**config.mk**
```make
export PLATFORM = sky130hd
export DESIGN_NAME = param_division_unit_flat
export DESIGN_NICKNAME = d
export VERILOG_FILES = /design/src/rtl/param_division_unit_if.sv /design/src/rtl/param_division_unit.sv /design/src/flat_wrapper.sv
export SDC_FILE = /design/constraint.sdc
export NUM_CORES = 1
export LEC_CHECK = 0
export BUFFER_PORTS_ARGS = -buffer_cell sky130_fd_sc_hd__buf_2
export CAP_MARGIN = 30
export CORE_ASPECT_RATIO = 2
export CORE_UTILIZATION = 56
export CTS_BUF_LIST = sky130_fd_sc_hd__clkbuf_4 sky130_fd_sc_hd__clkbuf_8 sky130_fd_sc_hd__clkbuf_16
export DETAILED_ROUTE_END_ITERATION = 8
export PLACE_DENSITY = 0.82
export SLEW_MARGIN = 10
export SYNTH_ARGS = -nofsm -noshare
export SYNTH_HDL_FRONTEND = slang
export SYNTH_SLANG_ARGS = --single-unit
```
**constraint.sdc**
```tcl
create_clock -name clk_i -period 5.3 [get_ports clk_i]
set_input_delay 0.53 -clock clk_i [delete_from_list [all_inputs] [get_ports clk_i]]
set_output_delay 0.53 -clock clk_i [all_outputs]
set_load 0.005 [all_outputs]
```
**src/rtl/param_division_unit_if.sv**
```systemverilog
// +----------------------------------------------------------------------------+
// | Module      : param_division_unit_if                                      |
// | Description : Request/response handshake bundle for param_division_unit. |
// | Revision    : 1.0 - initial release                                       |
// +----------------------------------------------------------------------------+
`default_nettype none

interface param_division_unit_if #(
    parameter int XLEN  = 32,
    parameter int TAG_W = 5
);
    logic             valid_i;
    logic             ready_o;
    logic [1:0]       islem_i;
    logic [XLEN-1:0]  bolunen_i;
    logic [XLEN-1:0]  bolen_i;
    logic [TAG_W-1:0] tag_i;
    logic             valid_o;
    logic             ready_i;
    logic [XLEN-1:0]  sonuc_o;
    logic [TAG_W-1:0] tag_o;

    modport slave (
        input  valid_i, islem_i, bolunen_i, bolen_i, tag_i, ready_i,
        output ready_o, valid_o, sonuc_o, tag_o
    );

    modport master (
        output valid_i, islem_i, bolunen_i, bolen_i, tag_i, ready_i,
        input  ready_o, valid_o, sonuc_o, tag_o
    );
endinterface

`default_nettype wire

```
**src/rtl/param_division_unit.sv**
```systemverilog
// +----------------------------------------------------------------------------+
// | Module      : param_division_unit                                         |
// | Description : Radix-2 non-restoring DIV/DIVU/REM/REMU with tag, flush and |
// |               exact divide-by-zero / overflow results.                    |
// |               Optional: define DIV_FAST_PATH_EN for 1-cycle trivial ops.  |
// | Revision    : 1.0 - initial release                                       |
// +----------------------------------------------------------------------------+
`default_nettype none

module param_division_unit #(
    parameter int XLEN  = 32,
    parameter int TAG_W = 5
) (
    input  wire logic            clk_i,
    input  wire logic            rst_i,
    input  wire logic            flush_i,
    output logic                 busy_o,
    param_division_unit_if.slave bus
);

    localparam int CW = $clog2(XLEN + 1);

    localparam logic [1:0] S_IDLE = 2'd0;
    localparam logic [1:0] S_CALC = 2'd1;
    localparam logic [1:0] S_FIX  = 2'd2;
    localparam logic [1:0] S_DONE = 2'd3;

    localparam logic [CW-1:0]   c_count_init = CW'(XLEN);
    localparam logic [CW-1:0]   c_count_last = CW'(1);
    localparam logic [XLEN-1:0] c_int_min    = {1'b1, {(XLEN-1){1'b0}}};

    logic [1:0]       r_state;
    logic [1:0]       w_next_state;

    logic             r_is_rem;
    logic             r_neg_q;
    logic             r_neg_r;
    logic             r_div_zero;
    logic             r_ovf;
    logic [TAG_W-1:0] r_tag;
    logic [XLEN:0]    r_rem;
    logic [XLEN-1:0]  r_quo;
    logic [XLEN-1:0]  r_div;
    logic [CW-1:0]    r_count;
    logic [XLEN-1:0]  r_sonuc;
    logic [TAG_W-1:0] r_tag_o;

    logic             w_accept;
    logic             w_signed;
    logic             w_a_neg;
    logic             w_b_neg;
    logic [XLEN-1:0]  w_abs_a;
    logic [XLEN-1:0]  w_abs_b;
    logic             w_div_zero;
    logic             w_ovf;
    logic             w_fast;
    logic [XLEN-1:0]  w_fast_res;

    logic [XLEN:0]    w_shift;
    logic [XLEN:0]    w_rem_next;
    logic [XLEN-1:0]  w_rem_mag;
    logic [XLEN-1:0]  w_q_final;
    logic [XLEN-1:0]  w_r_final;
    logic [XLEN-1:0]  w_fix_res;

    logic             w_ready_o;
    logic             w_valid_o;
    logic             w_busy_o;

    // Request decode: even opcodes are the signed variants.
    assign w_accept   = (r_state == S_IDLE) && bus.valid_i && !flush_i;
    assign w_signed   = ~bus.islem_i[0];
    assign w_a_neg    = w_signed & bus.bolunen_i[XLEN-1];
    assign w_b_neg    = w_signed & bus.bolen_i[XLEN-1];
    assign w_abs_a    = w_a_neg ? -bus.bolunen_i : bus.bolunen_i;
    assign w_abs_b    = w_b_neg ? -bus.bolen_i   : bus.bolen_i;
    assign w_div_zero = (bus.bolen_i == '0);
    assign w_ovf      = w_signed && (bus.bolunen_i == c_int_min) && (bus.bolen_i == '1);

`ifdef DIV_FAST_PATH_EN
    logic [XLEN-1:0] w_fast_q;
    logic [XLEN-1:0] w_fast_r;

    assign w_fast   = w_div_zero | w_ovf | (bus.bolunen_i == '0) | (w_abs_a < w_abs_b);
    assign w_fast_q = w_div_zero ? '1 : (w_ovf ? c_int_min : '0);
    assign w_fast_r = (w_ovf && !w_div_zero) ? '0 : bus.bolunen_i;
    assign w_fast_res = bus.islem_i[1] ? w_fast_r : w_fast_q;
`else
    assign w_fast     = 1'b0;
    assign w_fast_res = '0;
`endif

    // Iteration step; arithmetic is modulo 2^(XLEN+1), which is exact because
    // the partial remainder always lands back inside [-d, d).
    assign w_shift    = {r_rem[XLEN-1:0], r_quo[XLEN-1]};
    assign w_rem_next = r_rem[XLEN] ? (w_shift + {1'b0, r_div})
                                    : (w_shift - {1'b0, r_div});

    assign w_rem_mag  = r_rem[XLEN] ? (r_rem[XLEN-1:0] + r_div) : r_rem[XLEN-1:0];
    assign w_q_final  = r_div_zero ? '1 :
                        r_ovf      ? c_int_min :
                        (r_neg_q ? -r_quo : r_quo);
    assign w_r_final  = r_ovf ? '0 : (r_neg_r ? -w_rem_mag : w_rem_mag);
    assign w_fix_res  = r_is_rem ? w_r_final : w_q_final;

    always_ff @(posedge clk_i or posedge rst_i) begin
        if (rst_i) begin
            r_state <= S_IDLE;
        end else begin
            r_state <= w_next_state;
        end
    end

    always_comb begin
        w_next_state = r_state;
        if (flush_i) begin
            w_next_state = S_IDLE;
        end else begin
            case (r_state)
                S_IDLE:  if (bus.valid_i) w_next_state = w_fast ? S_DONE : S_CALC;
                S_CALC:  if (r_count == c_count_last) w_next_state = S_FIX;
                S_FIX:   w_next_state = S_DONE;
                S_DONE:  if (bus.ready_i) w_next_state = S_IDLE;
                default: w_next_state = S_IDLE;
            endcase
        end
    end

    always_comb begin
        w_ready_o = 1'b0;
        w_valid_o = 1'b0;
        w_busy_o  = 1'b1;
        case (r_state)
            S_IDLE: begin
                w_ready_o = 1'b1;
                w_busy_o  = 1'b0;
            end
            S_DONE:  w_valid_o = 1'b1;
            default: ;
        endcase
    end

    always_ff @(posedge clk_i or posedge rst_i) begin
        if (rst_i) begin
            r_is_rem   <= 1'b0;
            r_neg_q    <= 1'b0;
            r_neg_r    <= 1'b0;
            r_div_zero <= 1'b0;
            r_ovf      <= 1'b0;
            r_tag      <= '0;
            r_rem      <= '0;
            r_quo      <= '0;
            r_div      <= '0;
            r_count    <= '0;
            r_sonuc    <= '0;
            r_tag_o    <= '0;
        end else begin
            case (r_state)
                S_IDLE: begin
                    if (w_accept) begin
                        r_is_rem   <= bus.islem_i[1];
                        r_neg_q    <= w_a_neg ^ w_b_neg;
                        r_neg_r    <= w_a_neg;
                        r_div_zero <= w_div_zero;
                        r_ovf      <= w_ovf;
                        r_tag      <= bus.tag_i;
                        r_rem      <= '0;
                        r_quo      <= w_abs_a;
                        r_div      <= w_abs_b;
                        r_count    <= c_count_init;
                        if (w_fast) begin
                            r_sonuc <= w_fast_res;
                            r_tag_o <= bus.tag_i;
                        end
                    end
                end
                S_CALC: begin
                    r_rem   <= w_rem_next;
                    r_quo   <= {r_quo[XLEN-2:0], ~w_rem_next[XLEN]};
                    r_count <= r_count - c_count_last;
                end
                S_FIX: begin
                    // A flushed op must leave the visible result untouched.
                    if (!flush_i) begin
                        r_sonuc <= w_fix_res;
                        r_tag_o <= r_tag;
                    end
                end
                default: ;
            endcase
        end
    end

    assign bus.ready_o = w_ready_o;
    assign bus.valid_o = w_valid_o;
    assign bus.sonuc_o = r_sonuc;
    assign bus.tag_o   = r_tag_o;
    assign busy_o      = w_busy_o;

endmodule

`default_nettype wire

```
**src/flat_wrapper.sv**
```systemverilog
// flat-port wrapper written by rule: the top's interface ports become plain ports
module param_division_unit_flat 
#(
    parameter int XLEN  = 32,
    parameter int TAG_W = 5
)
  (clk_i, rst_i, flush_i, busy_o, bus_valid_i, bus_islem_i, bus_bolunen_i, bus_bolen_i, bus_tag_i, bus_ready_i, bus_ready_o, bus_valid_o, bus_sonuc_o, bus_tag_o);
  param_division_unit_if #(.XLEN(XLEN), .TAG_W(TAG_W)) bus_i ();
  input  wire logic clk_i;
  input  wire logic rst_i;
  input  wire logic flush_i;
  output logic busy_o;
  input wire logic [$bits(bus_i.valid_i)-1:0] bus_valid_i;
  input wire logic [$bits(bus_i.islem_i)-1:0] bus_islem_i;
  input wire logic [$bits(bus_i.bolunen_i)-1:0] bus_bolunen_i;
  input wire logic [$bits(bus_i.bolen_i)-1:0] bus_bolen_i;
  input wire logic [$bits(bus_i.tag_i)-1:0] bus_tag_i;
  input wire logic [$bits(bus_i.ready_i)-1:0] bus_ready_i;
  output wire logic [$bits(bus_i.ready_o)-1:0] bus_ready_o;
  output wire logic [$bits(bus_i.valid_o)-1:0] bus_valid_o;
  output wire logic [$bits(bus_i.sonuc_o)-1:0] bus_sonuc_o;
  output wire logic [$bits(bus_i.tag_o)-1:0] bus_tag_o;
  assign bus_i.valid_i = bus_valid_i;
  assign bus_i.islem_i = bus_islem_i;
  assign bus_i.bolunen_i = bus_bolunen_i;
  assign bus_i.bolen_i = bus_bolen_i;
  assign bus_i.tag_i = bus_tag_i;
  assign bus_i.ready_i = bus_ready_i;
  assign bus_ready_o = bus_i.ready_o;
  assign bus_valid_o = bus_i.valid_o;
  assign bus_sonuc_o = bus_i.sonuc_o;
  assign bus_tag_o = bus_i.tag_o;
  param_division_unit #(.XLEN(XLEN), .TAG_W(TAG_W)) u_core (.clk_i(clk_i), .rst_i(rst_i), .flush_i(flush_i), .busy_o(busy_o), .bus(bus_i));
endmodule
```
==> results_dict.tcl, run 1 <==
set metrics [dict create \
    portBuffers 115 \
    clock_latency_ps 460 \
    rrSetupSlack_ps 330 \
    worst_pin_slew_ps 995.5 \
    final_cells 2147 \
    fp.dieW_um 113.1 \
    drv_cap 0 \
    drt_iter0_drc 951 \
    drc_errors 0 \
    final_cell_mix "nand2_1, o21ai_0, nor2_1, dfrtp_1, a21oi_1" \
    clockRootBuffer "clkbuf_16" \
    dieArea_mm2 0.02536 \
    synth-edff-count 0 \
    grt_pass1_wl_mm 71.68 \
    async_flop_share_pct 100.0 \
    power.leakage_nw 6.790 \
    layout_commonest_cell "nand2_1" \
    cts_resized 0 \
    cp_cell_sequence "ha_1 > and4_1 > nand2_1 > or4b_2 > nand2_1 > xor2_1 > o31ai_1 > or3b_1 > nor4_1 > a21oi_1 > xor2_1 > o211ai_1" \
    vdd_drop_max_mv 0.4259 \
    fp-row-count 81 \
    antenna_cells 0 \
    slowest_stage "o31ai_1" \
    viasPerCell 6.492 \
    finalSetupTns_ps 0 \
    outcome "completed" \
    initial_utilization_pct 56.84 \
    cts_buffer_depth 2 \
    syn_avg_cell_area_um2 7.776 \
    internal_power_mw 4.747 \
    combPwrFrac_pct 63.2 \
    dp.cells 2114 \
    setup_violations 0 \
    cts_buffers 17 \
    rsz0062_at_grt "false" \
    first_pass_iters 7 \
    clkPwrFrac_pct 13.0 \
    place.gp.congestion 1.059 \
    wl_per_cell_um 21.71 \
    relSlewSlack_pct 33.16 \
    cp_max_fo 11 \
    r2r_cells 12 \
    pin_count 116 \
    drive_gt1_share_pct 11.63 \
    cts_num_sinks 152 \
    max_freq_ghz 0.2010 \
    cp_slowest_stage_delay_ps 740 \
    finalWirelength_mm 46.62 \
    syn_nets 1931 \
    rr_startpoint "u_core.r_rem[13]" \
    ys_ff_latch 152 \
    skew_ps 9.459 \
    antenna_found_initial 0 \
    die_height_um 224.2 \
    power.switching_mw 5.018 \
    grt_use_total_pct 37.34 \
    finalCriticalPeriod_ps 4975 \
    p_seq_share_pct 23.8 \
    vias 13938 \
    p_total_mw 9.765 \
    grt-ovfl-total 0 \
    yosysWarnings 0 \
    setup.worst_path.end_class "flop" \
    cts_tree "done" \
    min_path_type "in2async" \
    grt_max_degree 82 \
    nFillCells 2210 \
    areaGrowthSynthToFinish_pct 10.20 \
    cts_setup_buffers 0 \
    startpoint "u_core.r_rem[13]" \
    postRouteAntennaNets 0 \
    ys.flop_type "dfrtp_1" \
    worstPathArrival_ps 5300 \
    path_class "reg2reg" \
    fin_crit_sh_pct 93.86 \
    critPathLaunchType "flop" \
    sw_frac_of_total_pct 51.39 \
    fin_ws_ps 325.4 \
    grt_pass1_vias 13767 \
    r2r_end "u_core.bus.sonuc_o[27]" \
    cts_hold_buffers 0 \
    htree_levels 4 \
    finalMaxSlewViolations 0 \
    syn_area_mm2 0.01383 \
    path_clk_slew_ps 70 \
    power.density_mw_per_mm2 640.9 \
    cp.required_ps 5620 \
    syn_inst 1778 \
    hold_viol_final 0 \
    pre_cts_slack_ps 624.9 \
    place.detailed.hpwl_mm 35.97 \
    fin_util_pct 62.64 \
    yosysUniqueCellTypes 88 \
    core_mm2 0.02432 \
    ys_seq_area_share_pct 27.51 \
    nets 1997 \
]
-- sequential cells by signal, indices dropped and copies added (netlist names) --
| name | count |
|---|---|
| u_core.r_ovf | 1 |
| u_core.r_tag | 5 |
| u_core.r_neg_q | 1 |
| u_core.bus.tag_o | 5 |
| u_core.r_count | 6 |
| u_core.r_rem | 33 |
| u_core.r_state | 2 |
| u_core.bus.sonuc_o | 32 |
| u_core.r_is_rem | 1 |
| u_core.r_div | 32 |
| u_core.r_neg_r | 1 |
| u_core.r_div_zero | 1 |
| u_core.r_quo | 32 |
-- cell type report --
class / count / area, um2 / area share [%]
multi-input combinational: 1487 / 9505 / 62.39
sequential: 152 / 3805 / 24.97
timing repair buffer: 139 / 783.3 / 5.141
clock buffer: 19 / 440.4 / 2.891
tap: 290 / 362.8 / 2.382
inverter: 47 / 181.4 / 1.191
clock inverter: 13 / 157.7 / 1.035
-- synthesized netlist by cell type (all sizes together) (13+ instances only) --
master	n	area, um2
nand2	236	888.4
o21ai	176	884.6
nor2	166	630.6
dfrtp	152	3804
a21oi	127	639.4
xor2	108	945.9
clkbuf	75	281.5
ha	75	938.4
xnor2	72	630.6
o31ai	53	397.9
inv	47	176.4
nor3	45	230.2
a21o	34	255.2
or3	27	168.9
nand3	26	130.1
a211oi	23	187.7
mux2i	21	210.2
nand4	19	118.9
nor4	18	112.6
buf	17	76.32
or4	17	138.9
nand2b	16	100.1
o21bai	16	120.1
a31oi	15	93.84
nor2b	15	93.84
o21a	14	105.1
o41ai	13	113.9
-- power groups by stage --
stage	clock network (mW)	logic (mW)	registers, mW
finish	1.27	6.17	2.33
global route	1.33	6.77	2.36
CTS	1.28	6.01	2.32
detailed placement	0	5.96	2.34
global placement	0	5.85	2.31
floorplan	0	4.48	2.06
-- worst max-delay path: cells and delay by family (launching register included) --
kind                     cells  cell delay [ps]
AO/OA/AOI/OAI                3             1060
XOR/XNOR                     2              360
adder cells (fa/ha/maj)      1              560
flip-flops                   1              490
AND/OR/NAND/NOR              6             2360
-- routing by layer --
layer	track usage (%)	up-vias	wire length (um)
met3	7.788	259	2408
met5	0	-	0
li1	-	6574	-
met2	66.91	555	23880
met4	35.70	0	4960
met1	34.32	6550	15360
-- cell families after synthesis --
kind of cell | Yosys count | synth area share [%]
mux | 31 | 2.335
buf+inv | 139 | 3.864
simple gates | 640 | 22.00
fa+ha+maj | 77 | 7.077
flops | 152 | 27.51
xor+xnor | 180 | 11.40
compound gates | 559 | 25.81
-- metrics by stage --
step                      hold WS [ps]  area (um2)
after floorplan                  433.1       13830
after global placement           442.6       14610
after detailed placement         447.0       14610
after CTS                        139.2       15210
after global routing             162.4       15240
final                            115.7       15240
-- worst max-delay path by stage --
stage	cells past startpoint	to	slack [ps]
6_report	12	u_core.bus.sonuc_o[27]	330
5_1_grt	12	u_core.bus.sonuc_o[27]	310
4_1_cts	12	u_core.bus.sonuc_o[24]	620
3_5_place_dp	12	u_core.bus.sonuc_o[24]	620
3_3_place_gp	12	u_core.bus.sonuc_o[24]	640
2_1_floorplan	20	u_core.r_rem[31]	50
No activity file was read; power rests on OpenSTA's default activity.
==> run 2, diff against run 1 <==
==> constraint.sdc (replaced) <==
create_clock -name clk_i -period 5.3 [get_ports clk_i]
set_input_delay 1.06 -clock clk_i [delete_from_list [all_inputs] [get_ports clk_i]]
set_output_delay 1.06 -clock clk_i [all_outputs]
set_load 0.005 [all_outputs]
==> run 2 against run 1 <==
Net effect:
- count of clock-buffer cells in the layout is 2 higher
- critical path depth grew 4
- sequential power about the same
- total power shrank 0.57%
- final cell count about the same
- combinational power about the same
- utilization decreased by 0.082 points
- setup slack improved by 250 ps
- fmax rose by 5.3%
- global-route usage hardly changed
- die area unchanged
- critical path type unchanged
==> results_dict.tcl, run 2 (synthesis gave the netlist of run 1 again) <==
set metrics [dict create \
    drive_gt1_share_pct 11.68 \
    cp.required_ps 5630 \
    htree_levels 4 \
    fp.dieW_um 113.1 \
    fin_ws_ps 573.8 \
    min_path_type "reg2reg" \
    dieArea_mm2 0.02536 \
    finalCriticalPeriod_ps 4726 \
    place.detailed.hpwl_mm 36.01 \
    areaGrowthSynthToFinish_pct 10.05 \
    portBuffers 115 \
    dp.cells 2114 \
    vdd_drop_max_mv 0.3895 \
    grt_use_total_pct 37.35 \
    vias 14049 \
    finalMaxSlewViolations 0 \
    worst_pin_slew_ps 938.5 \
    fp-row-count 81 \
    cp_cell_sequence "inv_1 > ha_1 > mux2_2 > ha_1 > a21o_1 > a21oi_1 > o21bai_1 > a2111oi_1 > buf_4 > nor4_1 > o31ai_1 > a21oi_1 > o21ai_0 > a21oi_1 > o21a_1 > o41ai_1" \
    postRouteAntennaNets 0 \
    layout_commonest_cell "nand2_1" \
    worstPathArrival_ps 5060 \
    drv_cap 0 \
    cts_buffer_depth 2 \
    wl_per_cell_um 21.51 \
    relSlewSlack_pct 37.28 \
    die_height_um 224.2 \
    regMostFlops "u_core.r_rem" \
    antenna_cells 0 \
    max_freq_ghz 0.2116 \
    cts_num_sinks 152 \
    power.leakage_nw 6.787 \
    setup.worst_path.end_class "flop" \
    path_common_cell "a21oi_1" \
    fin_crit_sh_pct 89.17 \
    nets 1999 \
    critPathLaunchType "flop" \
    first_pass_iters 6 \
    skew_ps 8.833 \
    final_cells 2148 \
    grt_pass1_wl_mm 71.95 \
    finalSetupTns_ps 0 \
    rsz0062_at_grt "false" \
    clock_latency_ps 450 \
    antenna_found_initial 0 \
    setup_violations 0 \
    grt-ovfl-total 0 \
    cts_setup_buffers 0 \
    hold_viol_final 0 \
    slowest_stage "o31ai_1" \
    initial_utilization_pct 56.84 \
    grt_max_degree 78 \
    path_class "reg2reg" \
    drc_errors 0 \
    grt_pass1_vias 13878 \
    finalWirelength_mm 46.21 \
    place.gp.congestion 1.031 \
    cts_tree "done" \
    clockRootBuffer "clkbuf_16" \
    viasPerCell 6.541 \
    core_mm2 0.02432 \
    nFillCells 2214 \
    pre_cts_slack_ps 723.6 \
    cts_hold_buffers 0 \
    drt_iter0_drc 947 \
    final_cell_mix "nand2_1, o21ai_0, nor2_1, dfrtp_1, a21oi_1" \
    path_clk_slew_ps 70 \
    cts_resized 0 \
    power.density_mw_per_mm2 638.1 \
    cp_max_fo 5 \
    cp_slowest_stage_delay_ps 670 \
    cts_buffers 17 \
    pin_count 116 \
    outcome "completed" \
    largest_reg_flops 33 \
]
-- run 2: through the flow --
| stage | power, mW | utilization, % | hold slack (ps) | instance area, um2 |
|---|---|---|---|---|
| final | 9.709 | 62.56 | 468.0 | 15220 |
| after global routing | 10.44 | 62.56 | 489.0 | 15220 |
| after CTS | 9.555 | 62.40 | 472.8 | 15180 |
| after detailed placement | 8.293 | 60.04 | 455.5 | 14600 |
| after global placement | 8.162 | 60.04 | 443.6 | 14600 |
| after floorplan | 6.549 | - | 433.1 | 13830 |
-- run 2: metal layers --
metal / part of all wire [%] / GRT usage [%]
met1: 33 / 34.68
met2: 51 / 67.54
met3: 4.7 / 6.737
met4: 11 / 35.23
met5: 0 / 0
-- run 2: final timing paths --
path	from	endpoint	slack, ps	cells after the start
setup / recovery	u_core.r_div[1]	u_core.r_rem[31]	570	16
hold / removal	u_core.r_tag[1]	u_core.bus.tag_o[1]	470	2
setup reg to reg	u_core.r_div[1]	u_core.r_rem[31]	570	16
hold reg to reg	u_core.r_tag[1]	u_core.bus.tag_o[1]	470	2
max in group asynchronous	rst_i	u_core.r_rem[32]	3450	3
min in group asynchronous	rst_i	u_core.bus.sonuc_o[6]	700	2
-- run 2: final cells by class --
class,count,area (um2),area share (%)
multi-input combinational,1487,9505,62.47
sequential,152,3805,25.01
timing repair buffer,141,785.8,5.164
clock buffer,21,467.9,3.075
tap,290,362.8,2.385
inverter,47,181.4,1.192
clock inverter,10,107.6,0.7072
-- run 2: power by group --
part,internal (mW),switching (mW),total (mW),leakage [nW]
sequential,1.64,0.693,2.33,1.93
combinational,2.39,3.77,6.16,4.57
clock,0.689,0.531,1.22,0.283
total,4.72,4.99,9.71,6.79
-- run 2: worst max-delay path: cells and delay by family, from the launching register on --
kind / cells / cell delay (ps)
buffers and inverters: 2 / 330
DFF: 1 / 450
and+or+nand+nor: 1 / 60
adders and majority gates: 2 / 560
muxes: 1 / 290
AOI/OAI and AO/OA: 10 / 2930
==> run 3, diff against run 2 <==
--- a/config.mk
+++ b/config.mk
@@ -12,6 +12,7 @@
 export CTS_BUF_LIST = sky130_fd_sc_hd__clkbuf_4 sky130_fd_sc_hd__clkbuf_8 sky130_fd_sc_hd__clkbuf_16
 export DETAILED_ROUTE_END_ITERATION = 8
 export PLACE_DENSITY = 0.82
+export REMOVE_ABC_BUFFERS = 1
 export SLEW_MARGIN = 10
 export SYNTH_ARGS = -nofsm -noshare
 export SYNTH_HDL_FRONTEND = slang
==> constraint.sdc (replaced) <==
create_clock -name clk_i -period 5.3 [get_ports clk_i]
set_input_delay 0.795 -clock clk_i [delete_from_list [all_inputs] [get_ports clk_i]]
set_output_delay 0.795 -clock clk_i [all_outputs]
set_load 0.005 [all_outputs]
==> run 3 against run 2 <==
Net effect:
- via count down 0.41%
- combinational power down 1%
- die area unchanged
- sequential power shrank 2%
- first-iteration DRC count fell by 14%
- register-to-register slack worse by 90 ps
- utilization grew 0.32 points
- critical path depth decreased by 4
- final cell count up 0.37%
- clock skew barely moved
- sequential share of layout area decreased by 0.13 points
- routed wire length shrank 2.6%
- critical endpoint is now u_core.bus.sonuc_o[30]
- largest cell class unchanged
- largest power group unchanged
- highest routed layer unchanged
==> results_dict.tcl, run 3 (synthesis gave the netlist of run 1 again) <==
set metrics [dict create \
    die_height_um 224.2 \
    drc_errors 0 \
    layout_commonest_cell "nand2_1" \
    cts_resized 0 \
    hold_viol_final 0 \
    pin_count 116 \
    min_path_cells 2 \
    fp.dieW_um 113.1 \
    drt_iter0_drc 811 \
    fin_crit_sh_pct 90.83 \
    clockRootBuffer "clkbuf_16" \
    skew_ps 8.391 \
    cts_tree "done" \
    worst_pin_slew_ps 1006 \
    nFillCells 2200 \
    drv_cap 0 \
    finalCriticalPeriod_ps 4814 \
    antenna_found_initial 1 \
    whs_ps 462.6 \
    clock_latency_ps 460 \
    outcome "completed" \
    grt_pass1_wl_mm 71.72 \
    htree_levels 4 \
    relSlewSlack_pct 32.75 \
    cts_setup_buffers 0 \
    max_freq_ghz 0.2077 \
    final_cell_mix "nand2_1, o21ai_0, nor2_1, dfrtp_1, a21oi_1" \
    power.density_mw_per_mm2 633.1 \
    initial_utilization_pct 56.84 \
    grt_use_total_pct 36.65 \
    vias 13991 \
    largest_reg_flops 33 \
    grt_pass1_vias 13904 \
    p_total_mw 9.683 \
    setup.worst_path.end_class "flop" \
    setup_violations 0 \
    power.leakage_nw 6.831 \
    path_class "reg2reg" \
    critPathLaunchType "flop" \
    cts_buffer_depth 2 \
    r2r_cells 12 \
    cts_buffers 17 \
    core_mm2 0.02432 \
    grt-ovfl-total 0 \
    nets 2005 \
    wl_per_cell_um 20.88 \
    place.gp.congestion 1.004 \
    place.detailed.hpwl_mm 34.78 \
    portBuffers 115 \
    seq_area_mm2 0.003805 \
    rr_startpoint "u_core.r_div[8]" \
    rsz0062_at_grt "false" \
    viasPerCell 6.489 \
    cts_num_sinks 152 \
    drive_gt1_share_pct 12.06 \
    regMostFlops "u_core.r_rem" \
    worstHoldEndpoint "u_core.bus.tag_o[3]" \
    fp-row-count 81 \
    vdd_drop_max_mv 0.4303 \
    r2r_end "u_core.bus.sonuc_o[30]" \
    grt_max_degree 86 \
    postRouteAntennaNets 0 \
    cts_hold_buffers 0 \
    finalWirelength_mm 45.03 \
    cp_max_fo 8 \
    path_clk_slew_ps 70 \
    multi_input_area_mm2 0.009507 \
    first_pass_iters 6 \
    min_path_type "reg2reg" \
    cp.required_ps 5630 \
    rrSetupSlack_ps 490 \
    areaGrowthSynthToFinish_pct 10.62 \
    dieArea_mm2 0.02536 \
    worstPathArrival_ps 5140 \
    min_from "u_core.r_tag[3]" \
    finalMaxSlewViolations 0 \
]
[run 3: cell types whose count changed in the layout (fill, tap and decap cells not counted), moves of 2 or more]
cell,change
clkinv_4,+4
inv_8,+2
inv_6,-4
clkbuf_4,-2
buf_4,+7
[run 3: where the power goes]
part	total, mW	internal [mW]	switching, mW
logic	6.08	2.39	3.69
clock network	1.31	0.733	0.577
registers	2.29	1.64	0.653
[run 3: through the flow]
step / cells / setup slack [ps] / area (um2) / setup TNS (ps) / util (%)
global route: 2156 / 229.5 / 15290 / 0 / 62.88
floorplan: 1686 / -1554 / 13470 / -59690 / -
detailed placement: 2122 / 626.8 / 14660 / 0 / 60.29
finish: 2156 / 486.2 / 15290 / 0 / 62.88
CTS: 2154 / 603.1 / 15280 / 0 / 62.81
global placement: 2122 / 676.9 / 14660 / 0 / 60.29
[run 3: worst max-delay path, cell delays in order (launching register included)]
cell	delay, ps
dfrtp_1	430
ha_1	460
nand4_1	260
nor4_1	300
a2bb2oi_1	200
a2111oi_1	910
a211oi_1	180
a311oi_1	530
nor4b_2	450
nand4b_1	230
o31a_1	290
mux2i_1	300
o211ai_1	130
[run 3: worst max-delay path by stage]
stage | start | endpoint | slack [ps] | cells past startpoint
after floorplan | bus_valid_i | u_core.r_quo[0] | -1550 | 6
after global placement | u_core.r_div[0] | u_core.bus.sonuc_o[24] | 680 | 13
after detailed placement | u_core.r_div[8] | u_core.bus.sonuc_o[30] | 630 | 12
after CTS | u_core.r_div[0] | u_core.bus.sonuc_o[24] | 600 | 13
after global routing | u_core.r_div[8] | u_core.bus.sonuc_o[30] | 230 | 12
final | u_core.r_div[8] | u_core.bus.sonuc_o[30] | 490 | 12
[run 3: final cells by class]
class | instances | area share (%)
Clock buffer | 19 | 2.961
Antenna cell | 1 | 0.01636
Multi-Input combinational cell | 1487 | 62.16
Sequential cell | 152 | 24.88
Timing Repair Buffer | 147 | 5.383
Tap cell | 290 | 2.372
Inverter | 47 | 1.186
Clock inverter | 13 | 1.047
[run 3: metal layers]
| layer | vias to the layer above | routed length (um) | GRT usage [%] |
|---|---|---|---|
| met5 | - | 0 | 0 |
| li1 | 6582 | - | - |
| met2 | 574 | 23280 | 65.74 |
| met3 | 199 | 2459 | 6.494 |
| met1 | 6636 | 15540 | 37.03 |
| met4 | 0 | 3754 | 28.48 |
